$ cat src/rtl/intc_apb_pkg.sv
// Shared types and helpers for the INTC APB bridge: FSM state encoding,
// response codes and the timeout counter width.
package intc_apb_pkg;

   typedef enum logic [1:0] {
      IDLE = 2'd0,
      REQ  = 2'd1,
      WAIT = 2'd2,
      RESP = 2'd3
   } apb_state_e;

   localparam logic RESP_OKAY   = 1'b0;
   localparam logic RESP_SLVERR = 1'b1;

   // Width to hold 0..timeout; never narrower than one bit so TIMEOUT=0 still elaborates.
   function automatic int unsigned cnt_width(input int unsigned timeout);
      int unsigned w;
      w = $clog2(timeout + 1);
      return (w == 0) ? 1 : w;
   endfunction

endpackage

$ cat src/rtl/intc_apb_decode.sv
// Combinational access decode: window, alignment, strobe and (with
// INTC_APB_PROT_CHECK_EN) privilege checks; flags error or no-op writes.
module intc_apb_decode
   import intc_apb_pkg::*;
#(
   parameter int unsigned   AW            = 32,
   parameter int unsigned   DW            = 32,
   parameter logic [AW-1:0] BASE_ADDR     = '0,
   parameter int unsigned   WIN_BYTES     = 256,
   parameter bit            ALLOW_PARTIAL = 1'b1
) (
   input  logic [AW-1:0]   paddr_i,
   input  logic            pwrite_i,
   input  logic [DW/8-1:0] pstrb_i,
   input  logic [2:0]      pprot_i,
   output logic            err_o,
   output logic            nop_o,
   output logic [AW-1:0]   offset_o
);

   localparam int unsigned SW  = DW / 8;
   localparam int unsigned AL  = $clog2(SW);
   localparam logic [AW:0] WIN = (AW + 1)'(WIN_BYTES);

   logic in_win;
   logic misalign;
   logic strb_bad;
   logic prot_bad;

`ifdef INTC_APB_PROT_CHECK_EN
   assign prot_bad = ~pprot_i[0];
`else
   logic unused_prot;
   assign unused_prot = ^pprot_i;
   assign prot_bad    = 1'b0;
`endif

   // Offset compare is one bit wider so a window ending at the top of the map is legal.
   assign offset_o = paddr_i - BASE_ADDR;
   assign in_win   = (paddr_i >= BASE_ADDR) && ({1'b0, offset_o} < WIN);
   assign misalign = |paddr_i[AL-1:0];
   assign strb_bad = !ALLOW_PARTIAL && pwrite_i && (pstrb_i != {SW{1'b1}});

   assign err_o = !in_win || misalign || strb_bad || prot_bad;
   assign nop_o = !err_o && ALLOW_PARTIAL && pwrite_i && (pstrb_i == '0);

endmodule

$ cat src/rtl/intc_apb_bridge.sv
// APB slave front-end for the INTC register bank: registered req/ack toward
// the bank with wait states and timeout. Optional macro: INTC_APB_PROT_CHECK_EN.
module intc_apb_bridge
   import intc_apb_pkg::*;
#(
   parameter int unsigned   AW            = 32,
   parameter int unsigned   DW            = 32,
   parameter logic [AW-1:0] BASE_ADDR     = 32'h0000_0000,
   parameter int unsigned   WIN_BYTES     = 256,
   parameter bit            ALLOW_PARTIAL = 1'b1,
   parameter int unsigned   TIMEOUT       = 16
) (
   input  logic            clk,
   input  logic            rst_n,
   input  logic            psel_i,
   input  logic            penable_i,
   input  logic            pwrite_i,
   input  logic [AW-1:0]   paddr_i,
   input  logic [DW-1:0]   pwdata_i,
   input  logic [DW/8-1:0] pstrb_i,
   input  logic [2:0]      pprot_i,
   output logic [DW-1:0]   prdata_o,
   output logic            pready_o,
   output logic            pslverr_o,
   output logic            bs_sel_o,
   output logic            bs_wr_o,
   output logic [AW-1:0]   bs_addr_o,
   output logic [DW-1:0]   bs_wdata_o,
   output logic [DW/8-1:0] bs_strb_o,
   input  logic            bs_ack_i,
   input  logic [DW-1:0]   bs_rdata_i
);

   localparam int unsigned SW  = DW / 8;
   localparam int unsigned CW  = cnt_width(TIMEOUT);
   localparam logic [CW:0] TMO = (CW + 1)'(TIMEOUT);

   apb_state_e    state_q, state_d;
   logic [CW-1:0] cnt_q, cnt_d;
   logic [CW:0]   cnt_inc;
   logic          wr_q, wr_d;
   logic [AW-1:0] addr_q, addr_d;
   logic [DW-1:0] wdata_q, wdata_d;
   logic [SW-1:0] strb_q, strb_d;
   logic          sel_q, sel_d;
   logic          pready_q, pready_d;
   logic          pslverr_q, pslverr_d;
   logic [DW-1:0] prdata_q, prdata_d;

   logic          dec_err;
   logic          dec_nop;
   logic [AW-1:0] dec_offset;

   intc_apb_decode #(
      .AW            (AW),
      .DW            (DW),
      .BASE_ADDR     (BASE_ADDR),
      .WIN_BYTES     (WIN_BYTES),
      .ALLOW_PARTIAL (ALLOW_PARTIAL)
   ) u_decode (
      .paddr_i  (paddr_i),
      .pwrite_i (pwrite_i),
      .pstrb_i  (pstrb_i),
      .pprot_i  (pprot_i),
      .err_o    (dec_err),
      .nop_o    (dec_nop),
      .offset_o (dec_offset)
   );

   assign cnt_inc = {1'b0, cnt_q} + (CW + 1)'(1);

   always_comb begin
      state_d   = state_q;
      cnt_d     = cnt_q;
      wr_d      = wr_q;
      addr_d    = addr_q;
      wdata_d   = wdata_q;
      strb_d    = strb_q;
      sel_d     = 1'b0;
      pready_d  = 1'b0;
      pslverr_d = RESP_OKAY;
      prdata_d  = '0;

      unique case (state_q)
         IDLE: begin
            if (psel_i && penable_i) begin
               if (dec_err) begin
                  state_d   = RESP;
                  pready_d  = 1'b1;
                  pslverr_d = RESP_SLVERR;
               end else if (dec_nop) begin
                  state_d  = RESP;
                  pready_d = 1'b1;
               end else begin
                  state_d = REQ;
                  sel_d   = 1'b1;
                  wr_d    = pwrite_i;
                  addr_d  = dec_offset;
                  wdata_d = pwdata_i;
                  strb_d  = pwrite_i ? pstrb_i : {SW{1'b1}};
               end
            end
         end
         REQ: begin
            cnt_d = CW'(1);
            if (bs_ack_i) begin
               state_d  = RESP;
               pready_d = 1'b1;
               prdata_d = wr_q ? '0 : bs_rdata_i;
            end else begin
               state_d = WAIT;
            end
         end
         WAIT: begin
            cnt_d = cnt_inc[CW] ? cnt_q : cnt_inc[CW-1:0];
            // Ack is tested first so a coincident ack beats timeout expiry.
            if (bs_ack_i) begin
               state_d  = RESP;
               pready_d = 1'b1;
               prdata_d = wr_q ? '0 : bs_rdata_i;
            end else if ((TIMEOUT != 0) && (cnt_inc >= TMO)) begin
               state_d   = RESP;
               pready_d  = 1'b1;
               pslverr_d = RESP_SLVERR;
            end
         end
         RESP: begin
            state_d = IDLE;
            cnt_d   = '0;
         end
         default: begin
            state_d = IDLE;
         end
      endcase
   end

   always_ff @(posedge clk or negedge rst_n) begin
      if (!rst_n) begin
         state_q   <= IDLE;
         cnt_q     <= '0;
         wr_q      <= 1'b0;
         addr_q    <= '0;
         wdata_q   <= '0;
         strb_q    <= '0;
         sel_q     <= 1'b0;
         pready_q  <= 1'b0;
         pslverr_q <= 1'b0;
         prdata_q  <= '0;
      end else begin
         state_q   <= state_d;
         cnt_q     <= cnt_d;
         wr_q      <= wr_d;
         addr_q    <= addr_d;
         wdata_q   <= wdata_d;
         strb_q    <= strb_d;
         sel_q     <= sel_d;
         pready_q  <= pready_d;
         pslverr_q <= pslverr_d;
         prdata_q  <= prdata_d;
      end
   end

   assign prdata_o   = prdata_q;
   assign pready_o   = pready_q;
   assign pslverr_o  = pslverr_q;
   assign bs_sel_o   = sel_q;
   assign bs_wr_o    = wr_q;
   assign bs_addr_o  = addr_q;
   assign bs_wdata_o = wdata_q;
   assign bs_strb_o  = strb_q;

endmodule

$ cat config.mk
export PLATFORM = sky130hd
export DESIGN_NAME = intc_apb_bridge
export DESIGN_NICKNAME = d
export VERILOG_FILES = /design/src/rtl/intc_apb_pkg.sv /design/src/rtl/intc_apb_decode.sv /design/src/rtl/intc_apb_bridge.sv
export SDC_FILE = /design/constraint.sdc
export NUM_CORES = 1
export LEC_CHECK = 0
export BUFFER_PORTS_ARGS = -buffer_cell sky130_fd_sc_hd__buf_2
export CAP_MARGIN = 30
export CORE_AREA = 2 2 97 99
export DETAILED_ROUTE_END_ITERATION = 8
export DIE_AREA = 0 0 99 101
export GPL_ROUTABILITY_DRIVEN = 0
export MAX_ROUTING_LAYER = met4
export PLACE_DENSITY = 0.82
export SYNTH_ARGS = -nofsm -noshare
export SYNTH_HDL_FRONTEND = slang
export SYNTH_SLANG_ARGS = --single-unit
$ cat constraint.sdc
create_clock -name clk -period 3.7 [get_ports clk]
set_clock_uncertainty 0.15 [all_clocks]
set_input_delay 0.37 -clock clk [delete_from_list [all_inputs] [get_ports clk]]
set_output_delay 0.37 -clock clk [all_outputs]
set_load 0.01 [all_outputs]
==> results of run 1 <==
-- metrics by stage --
stage	setup slack [ns]	utilization (%)	power (mW)
6_report	1.13	63.4	2.69
5_1_grt	0.925	63.4	2.85
4_1_cts	1.13	63.4	2.73
3_5_place_dp	0.748	61.0	1.99
3_3_place_gp	0.780	61.0	1.96
2_1_floorplan	1.68	-	1.73
-- worst max-delay path, stage by stage --
cell and delay [ns]:
buf_2 0.10, nor4_1 0.28, nand4_1 0.18, nor3_2 0.34, nand4_4 0.62, buf_12 0.43, mux2_4 0.31
-- final cells by class --
| class | instances | area share, % |
|---|---|---|
| clock buffer | 11 | 2.48 |
| clock inverter | 5 | 1.14 |
| inverter | 3 | 0.198 |
| multi-input combinational | 164 | 25.4 |
| sequential | 111 | 48.8 |
| tap | 111 | 2.44 |
| timing repair buffer | 214 | 19.6 |
-- flip-flops by register name (all words and copies together), names as in the netlist --
| register | count |
|---|---|
| bs_addr_o | 32 |
| state_q | 2 |
| bs_wr_o | 1 |
| pslverr_o | 1 |
| prdata_o | 32 |
| cnt_q | 5 |
| bs_sel_o | 1 |
| bs_strb_o | 4 |
| bs_wdata_o | 32 |
| pready_o | 1 |
-- power by group --
group          internal, mW  leakage [nW]  switching, mW
Clock                 0.339         0.104          0.397
Sequential             1.34          1.53         0.0568
Combinational         0.250          1.77          0.312
Total                  1.93          3.40          0.765
-- worst paths after layout --
check                            endpoint  depth (start not counted)
hold / removal                prdata_o[9]                          2
min in group asynchronous  bs_wdata_o[21]                          2
setup / recovery            bs_wdata_o[3]                          7
hold reg to reg             bs_addr_o[26]                          1
setup reg to reg            bs_wdata_o[3]                          5
max in group asynchronous   bs_addr_o[10]                          3
-- what timing repair did --
item                       in CTS  in global routing
hold buffers                    1                  0
hold endpoints to repair       45                  0
setup endpoints to repair       0                  0
-- cell usage after synthesis (2+ instances only) --
library cell  instances  area share [%]
ha_1                  6             1.7
nand2b_1              2            0.29
buf_6                 5             1.3
o21ai_0               6            0.70
and2_1               58             8.4
nand3_1               3            0.35
a31oi_1               3            0.44
inv_1                 3            0.26
nor2_1                4            0.35
dfrtp_1             111              64
a21oi_1               2            0.23
nand2_1               9            0.78
clkbuf_1              6            0.52
nor4_1                7             1.0
or2b_1                3            0.52
mux2_4               43              15
nand4_1               2            0.29
-- metal layers --
layer,vias up,global-route usage (%),routed length [um]
met4,0,6.95,150
met1,1404,23.3,3800
met5,-,-,0
met3,16,3.54,541
li1,1399,-,-
met2,130,29.8,4590
-- kinds of logic (layout without fill, tap and decap cells) --
| logic type | count (synthesis) | count (layout) | share of synthesized area, % |
|---|---|---|---|
| flops | 111 | 111 | 64.4 |
| buf+inv | 14 | 233 | 2.09 |
| compound gates | 18 | 18 | 2.73 |
| mux | 45 | 45 | 15.5 |
| fa+ha+maj | 6 | 6 | 1.74 |
| simple gates | 95 | 95 | 13.6 |
-- layout by cell type, fill, tap and decap left out, drive strengths merged, types with 2 or more instances in the layout --
| cell | n |
|---|---|
| inv | 4 |
| nor2 | 4 |
| mux2 | 44 |
| or2b | 3 |
| nand3 | 3 |
| o21ai | 6 |
| nand4 | 3 |
| and2 | 58 |
| a21oi | 2 |
| a31oi | 3 |
| dfrtp | 111 |
| nand2 | 9 |
| nand2b | 2 |
| nor4 | 7 |
| clkinv | 3 |
| buf | 213 |
| clkbuf | 11 |
| ha | 6 |
==> summary.txt, run 1 <==
Status -> finished clean
Vias in the first global route -> 2973
Placed Cells -> 602
Minimum clock period -> 2.57 ns
Drt first pass iters -> 4
Die width -> 99 um
Core area -> 8980 sq um
Final Setup Violations -> 0
Post-route cell area -> 5690 sq um
RSZ-0062 raised after global routing -> no
Worst r2r src -> state_q[0]
Reg2Reg Setup Slack -> 1.22 ns
Post-Syn Nets -> 404
CTS Buffer Depth -> 2
Layout cells sized above 1 -> 54.1%
Post-CTS sizing -> 0
Via density per instance -> 4.76
Setup Buffers After CTS -> 0
PortBufs -> 209
Die height -> 101 um
GRT overflow -> 0
Cells after synthesis -> 289
Cell area after synthesis -> 4310 sq um
Ys async rst share -> 100%
Reg area -> 2780 sq um
Crit path launch type -> primary input
Diode count -> 0
Average cell area after synthesis -> 14.9 sq um
Clk slew on worst S/H paths -> 0.11 ns
CTS tree -> built
Hold slack -> 0.0612 ns
Area of the multi-input gates -> 1450 sq um
Min-delay src -> bs_rdata_i[9]
Initial Util -> 48.1%
Tightest Pin Transition -> 0.785 ns
Maximum number of pins on one net before global-route repair -> 67
Kind of end point of the critical path -> register
Filler cells -> 693
Yosys warnings -> 0
# rows -> 35
Clock sink total -> 111
Post-synth EDFFs -> 0
Die ar. -> 10000 sq um
DRT Wirelength -> 9080 um
Wire length per cell -> 14.7 um
Total GRT Usage -> 18.4%
#FFs+latches synth -> 111
IO Count -> 213
DRT antenna net count -> 0
Residual DRC count -> 0
Max Cap Viol -> 0
Primary FF master, synth -> dfrtp_1
First DRT Iteration DRCs -> 90
Critical path origin -> paddr_i[29]
CP max FO -> 45
Final period util -> 69.5%
Max Fclk -> 389 MHz
DP Area -> 5480 sq um
Root Buffer -> clkbuf_8
Clk Latency, worst-skew pair -> 0.35 ns
Worst hold path type -> in2reg
P_leak -> 3.40 nW
Via count -> 2949
Max_slew headroom -> 47.6%
WP data required -> 3.78 ns
Slew Viols, Final -> 0
Synthesis-to-finish area growth -> 32.0%
H-tree levels -> 3
Final setup TNS -> 0 ns
Final Hold Fails -> 0
PwrDens -> 473 nW/um^2
Sequential fraction of the synthesis area -> 64.4%
Peak VDD IR -> 257 uV
CTS buffer count -> 9
Critical path type -> in2reg
First-pass GRT wire length -> 14200 um
HPWL after detailed placement -> 6710 um
Non-Filler Instances -> 619
Netlist cell types -> 33
Initial antenna violation count -> 0
Fin nets -> 618
CP arrival -> 2.65 ns
No activity file was read; power rests on OpenSTA's default activity.
==> run 2, diff against run 1 <==
- CORE_AREA: 2 2 97 99 -> 2 2 100 102
- DIE_AREA: 0 0 99 101 -> 0 0 102 104
- PLACE_DENSITY: 0.82 -> 0.77
- clock period: 3.7 -> 2.6 ns (I/O delays scaled with it)
==> run 2 against run 1 <==
Compared with the run above:
- cell area grew 12%
- flip-flop and latch count is the same
- sequential share of layout area shrank 5.1 points
- hold slack lost 0.030 ns
- combinational power grew 59%
- routed wire length grew 13%
- register-to-register slack lost 0.81 ns
- clock power grew 16%
- non-clock buffer count grew 68
- global-route usage grew 1.7 points
- first-iteration DRC count shrank 10%
- final cell count grew 14%
- highest routed layer unchanged
==> summary.txt, run 2 (same netlist as run 1, synthesis figures left out) <==
Final Hold Fails -> 0
Slew Viols, Final -> 0
Combinational cell fraction of total power -> 23.9%
Via count -> 3241
Max Fclk -> 457 MHz
Worst-path cell chain -> ha_1, a31oi_1, a41oi_1, or3b_1, nor2b_1, a221o_1
Worst hold path type -> in2reg
CP arrival -> 2.29 ns
Die width -> 102 um
Clk slew on worst S/H paths -> 0.09 ns
H-tree levels -> 3
First-pass GRT wire length -> 16300 um
Filler cells -> 713
FF-to-FF End -> state_q[1]
Clk Latency, worst-skew pair -> 0.35 ns
Commonest non-fill, non-tap cell in the layout -> buf_2
Reg2Reg Setup Slack -> 0.41 ns
DRT Wirelength -> 10300 um
Most frequent cells in the layout -> 208 x buf_2, 111 x dfrtp_1, 71 x dlygate4sd3_1
Die ar. -> 10600 sq um
Peak VDD IR -> 315 uV
Fin nets -> 686
Kind of end point of the critical path -> register
Layout cells sized above 1 -> 47.4%
Worst r2r path cells -> 6
Residual DRC count -> 0
Final Core Density -> 66.5%
Synthesis-to-finish area growth -> 47.3%
RSZ-0062 raised after global routing -> no
HPWL after detailed placement -> 6510 um
Hold Path Sink -> bs_wr_o
Clock sink total -> 111
First DRT Iteration DRCs -> 81
IO Count -> 213
Hold Path Stages -> 2
Crit path launch type -> register
Tightest Pin Transition -> 0.829 ns
Via density per instance -> 4.58
Area of the multi-input gates -> 1450 sq um
DRT antenna net count -> 0
Power share of the clock group -> 22.9%
P_leak -> 3.66 nW
CP max-delay cell -> or3b_1
CTS tree -> built
Total GRT Usage -> 20.1%
Final Setup Violations -> 0
Minimum clock period -> 2.19 ns
Root Buffer -> clkbuf_8
Switch share -> 28.9%
WP data required -> 2.70 ns
PortBufs -> 209
CTS buffer count -> 9
Crit path largest cell delay -> 0.47 ns
Initial Util -> 45.2%
Die height -> 104 um
Internal power -> 2.66 mW
Final period util -> 84.2%
# rows -> 36
Initial antenna violation count -> 0
Min-delay src -> pwrite_i
Max Cap Viol -> 0
GRT overflow -> 0
Worst Path Buf+Inv -> 0
CTS Buffer Depth -> 2
Reg area -> 2780 sq um
Maximum number of pins on one net before global-route repair -> 71
Final setup TNS -> 0 ns
PwrDens -> 589 nW/um^2
Core area -> 9550 sq um
Crit-path leading delay family -> simple AND/OR/NAND/NOR gates
Wire length per cell -> 14.5 um
Status -> finished clean
Max_slew headroom -> 44.7%
Reg power frac -> 53.3%
Critical path origin -> cnt_q[0]
NetSw -> 1.08 mW
Vias in the first global route -> 3379
Worst r2r src -> cnt_q[0]
Drt first pass iters -> 6
Critical path type -> reg2reg
CP max FO -> 6
run 2: changes by cell type in the layout (fill, tap and decap cells not counted):
cell	previous run	this run
inv_6	1	0
clkbuf_1	1	0
bufinv_16	1	0
clkinvlp_4	0	1
clkbuf_8	10	9
clkinv_2	0	4
diode_2	0	1
dlygate4sd3_1	1	71
clkinv_4	3	0
buf_4	3	1
run 2: power by group through the flow:
| stage | logic (mW) | clock network, mW | registers [mW] |
|---|---|---|---|
| final | 0.893 | 0.856 | 1.99 |
| after CTS | 0.890 | 0.897 | 1.99 |
| after detailed placement | 0.804 | 0 | 2.02 |
| after global routing | 0.992 | 0.951 | 2.01 |
| after global placement | 0.773 | 0 | 2.01 |
| after floorplan | 0.369 | 0 | 2.10 |
run 2: layer usage:
| layer | share of wire (%) | GRT usage (%) | wire, um | vias up |
|---|---|---|---|---|
| met3 | 5.7 | 3.43 | 587 | 21 |
| met4 | 1.7 | 7.81 | 177 | 0 |
| met1 | 39 | 23.0 | 4050 | 1559 |
| li1 | - | - | - | 1530 |
| met2 | 53 | 34.7 | 5470 | 131 |
| met5 | 0 | - | 0 | - |
run 2: layout make-up:
type	count	share of cell area, %
Clock inverter	5	0.433
Antenna cell	1	0.0394
Tap cell	133	2.62
Timing Repair Buffer	282	28.3
Multi-Input combinational cell	164	22.8
Clock buffer	9	1.95
Inverter	3	0.177
Sequential cell	111	43.7
run 2: worst reg2reg max path, stage by stage (launching register included):
cell,delay [ns]
dfrtp_1,0.45
ha_1,0.28
a31oi_1,0.18
a41oi_1,0.10
or3b_1,0.47
nor2b_1,0.18
a221o_1,0.29
run 2: timing repair:
item | CTS | global route
endpoints found under the hold margin | 128 | 0
buffers inserted | 0 | 0
hold buffers | 71 | 0
gates resized for setup | 0 | 0
endpoints found under the setup margin | 0 | 0
run 2: worst max path at each step:
stage               slack, ns        endpoint  depth (start not counted)
floorplan                0.59      state_q[1]                          6
global placement         0.42  bs_wdata_o[13]                          7
detailed placement       0.39  bs_wdata_o[17]                          7
CTS                      0.43      state_q[1]                          6
global route             0.27      state_q[1]                          6
finish                   0.41      state_q[1]                          6
run 2: stage by stage:
stage / hold WS (ns) / cells / area [sq um] / setup WS (ns) / power, mW
floorplan: -0.186 / 289 / 4310 / 0.590 / 2.46
CTS: 0.00656 / 707 / 6350 / 0.426 / 3.78
global route: 0.0262 / 707 / 6350 / 0.270 / 3.96
global placement: 0.216 / 622 / 5490 / 0.422 / 2.79
detailed placement: 0.226 / 622 / 5490 / 0.391 / 2.83
finish: 0.0310 / 708 / 6350 / 0.410 / 3.74
==> run 3, diff against run 2 <==
- ABC_AREA: unset -> 1
- CORE_AREA: 2 2 100 102 -> 2 2 107 109
- DIE_AREA: 0 0 102 104 -> 0 0 109 111
- PLACE_DENSITY: 0.77 -> 0.73
- clock period: 2.6 -> 2 ns (I/O delays scaled with it)
==> run 3 against run 2 <==
Compared with the run above:
- worst setup slack worse by 0.27 ns
- register-to-register slack worse by 0.27 ns
- sequential share of layout area is 2.3 points lower
- non-clock buffer count up 8
- hold slack better by 0.0054 ns
- highest routed layer unchanged
- clock-buffer cell count up 1
- critical path depth is 2 higher
- power grew 48%
- cell area grew 5.7%
==> summary.txt, run 3 <==
Max Fclk -> 537 MHz
WP data required -> 2.07 ns
Area of the multi-input gates -> 1290 sq um
Sequential fraction of the synthesis area -> 61.9%
Die ar. -> 12100 sq um
Final setup TNS -> 0 ns
Initial antenna violation count -> 0
Most frequent cells in the layout -> 208 x buf_2, 145 x nand2_1, 111 x dfrtp_1
DRT antenna net count -> 0
RSZ-0062 raised after global routing -> no
Vias in the first global route -> 4337
CTS Buffer Depth -> 2
Setup Buffers After CTS -> 0
Non-Filler Instances -> 927
Placed Cells -> 840
NetSw -> 1.68 mW
Primary FF master, synth -> dfrtp_1
Kind of end point of the critical path -> register
Crit path launch type -> register
First DRT Iteration DRCs -> 245
CTS tree -> built
Via count -> 4317
Synthesis-to-finish area growth -> 49.5%
Max_slew headroom -> 60.9%
Cell area after synthesis -> 4490 sq um
PortBufs -> 209
Average cell area after synthesis -> 8.96 sq um
CTS buffer count -> 9
Synth top area cells -> dfrtp_1 62%, nand2_1 12%, inv_1 7.0%
Critical path type -> reg2reg
Most frequent cell after synthesis -> nand2_1
Initial Util -> 40.5%
Cells after synthesis -> 501
Peak VDD IR -> 718 uV
Netlist cell types -> 18
First-pass GRT wire length -> 20200 um
Most instantiated cells after synthesis -> 145 x nand2_1, 111 x dfrtp_1, 84 x inv_1
Filler cells -> 928
HPWL after detailed placement -> 8040 um
Fin nets -> 894
Power share of the clock group -> 30.7%
IO Count -> 213
P_leak -> 4.21 nW
Core area -> 11100 sq um
Top cell type's share of synthesized area -> 61.9%
Layout cells sized above 1 -> 31.0%
Via density per instance -> 4.66
Final Hold Fails -> 0
Wire length per cell -> 13.4 um
#FFs+latches synth -> 111
Diode count -> 0
Clock sink total -> 111
Reg area -> 2780 sq um
Clk slew on worst S/H paths -> 0.07 ns
Yosys top cell by area -> dfrtp_1
Total GRT Usage -> 21.7%
# rows -> 39
Internal power -> 3.86 mW
Combinational cell fraction of total power -> 22.7%
CP max FO -> 63
Final period util -> 93.0%
Ys async rst share -> 100%
Tightest Pin Transition -> 0.587 ns
GRT overflow -> 0
Post-synth EDFFs -> 0
Final Setup Violations -> 0
Residual DRC count -> 0
Die height -> 111 um
Reg power frac -> 46.6%
Commonest non-fill, non-tap cell in the layout -> buf_2
Minimum clock period -> 1.86 ns
Max Cap Viol -> 0
CP arrival -> 1.94 ns
Status -> finished clean
Worst hold path type -> in2reg
Post-Syn Nets -> 616
Yosys warnings -> 0
Clk Latency, worst-skew pair -> 0.34 ns
Drt first pass iters -> 5
PwrDens -> 824 nW/um^2
Switch share -> 30.3%
H-tree levels -> 3
DRT Wirelength -> 12500 um
Die width -> 109 um
Slew Viols, Final -> 0
Maximum number of pins on one net before global-route repair -> 64
Root Buffer -> clkbuf_16
-- run 3: changes by cell type in the layout (fill, tap and decap cells not counted), sizes merged, moves of 2 or more --
cell	previous run	this run
a21oi	2	6
a31oi	3	0
and2	58	2
buf	211	219
inv	3	90
mux2	44	0
nand2	9	145
nand2b	2	0
nand3	3	13
nand4	3	47
nor2	4	54
nor4	7	0
or2b	3	0
-- run 3: cells by family after synthesis --
kind of cell               Yosys count  share of synthesized area [%]
buffers and inverters              110                           9.53
AOI/OAI and AO/OA                   13                           1.50
adders and majority gates            6                           1.67
and+or+nand+nor                    261                           25.4
DFF                                111                           61.9
-- run 3: critical path, cell delays in order, from the launching register on --
cell,delay [ns]
dfrtp_1,0.41
inv_1,0.16
ha_2,0.25
inv_1,0.08
nor2_4,0.15
nand3_2,0.10
buf_6,0.23
nand2_1,0.11
nand2_1,0.06
-- run 3: layer usage --
metal	part of all wire (%)	track usage, %	wire length [um]
met1	41	26.3	5070
met2	51	35.9	6300
met3	6.5	4.82	808
met4	2.3	6.92	284
met5	0	-	0
-- run 3: final cells by class --
type / count / area share (%)
multi-input combinational: 280 / 19.3
inverter: 87 / 4.86
clock inverter: 6 / 0.764
timing repair buffer: 290 / 27.7
clock buffer: 10 / 3.41
sequential: 111 / 41.4
tap: 143 / 2.66
-- run 3: final timing paths --
kind | startpoint | endpoint | slack, ns | depth (start not counted)
min in group asynchronous | rst_n | bs_addr_o[18] | 0.24 | 2
worst max-delay path | state_q[0] | bs_wdata_o[18] | 0.14 | 8
worst min-delay path | pwrite_i | bs_wr_o | 0.04 | 3
worst min register to register | bs_addr_o[18] | bs_addr_o[18] | 0.31 | 2
worst max register to register | state_q[0] | bs_wdata_o[18] | 0.14 | 8
max in group asynchronous | rst_n | bs_wdata_o[16] | 0.74 | 3
-- run 3: stage by stage --
step	cell area (sq um)	hold WS, ns	power, mW	util [%]	worst slack, ns
floorplan	4490	-0.246	3.23	-	0.241
global placement	5710	0.0777	3.70	51.5	0.112
detailed placement	5710	0.0892	3.76	51.5	0.00873
CTS	6700	0.0227	5.57	60.5	0.00215
global route	6710	0.0465	5.86	60.6	0.0115
finish	6710	0.0364	5.53	60.6	0.139
-- run 3: what timing repair did --
item,CTS,global route
pin swaps,0,0
cloned,0,0
setup endpoints to repair,7,68
gates resized for setup,1,4
hold buffers,71,0
endpoints found under the hold margin,113,0
-- run 3: power groups by stage --
stage,Combinational (mW),Clock [mW],Sequential [mW]
2_1_floorplan,0.512,0,2.72
3_3_place_gp,1.08,0,2.61
3_5_place_dp,1.13,0,2.62
4_1_cts,1.24,1.75,2.58
5_1_grt,1.41,1.85,2.61
6_report,1.26,1.70,2.58
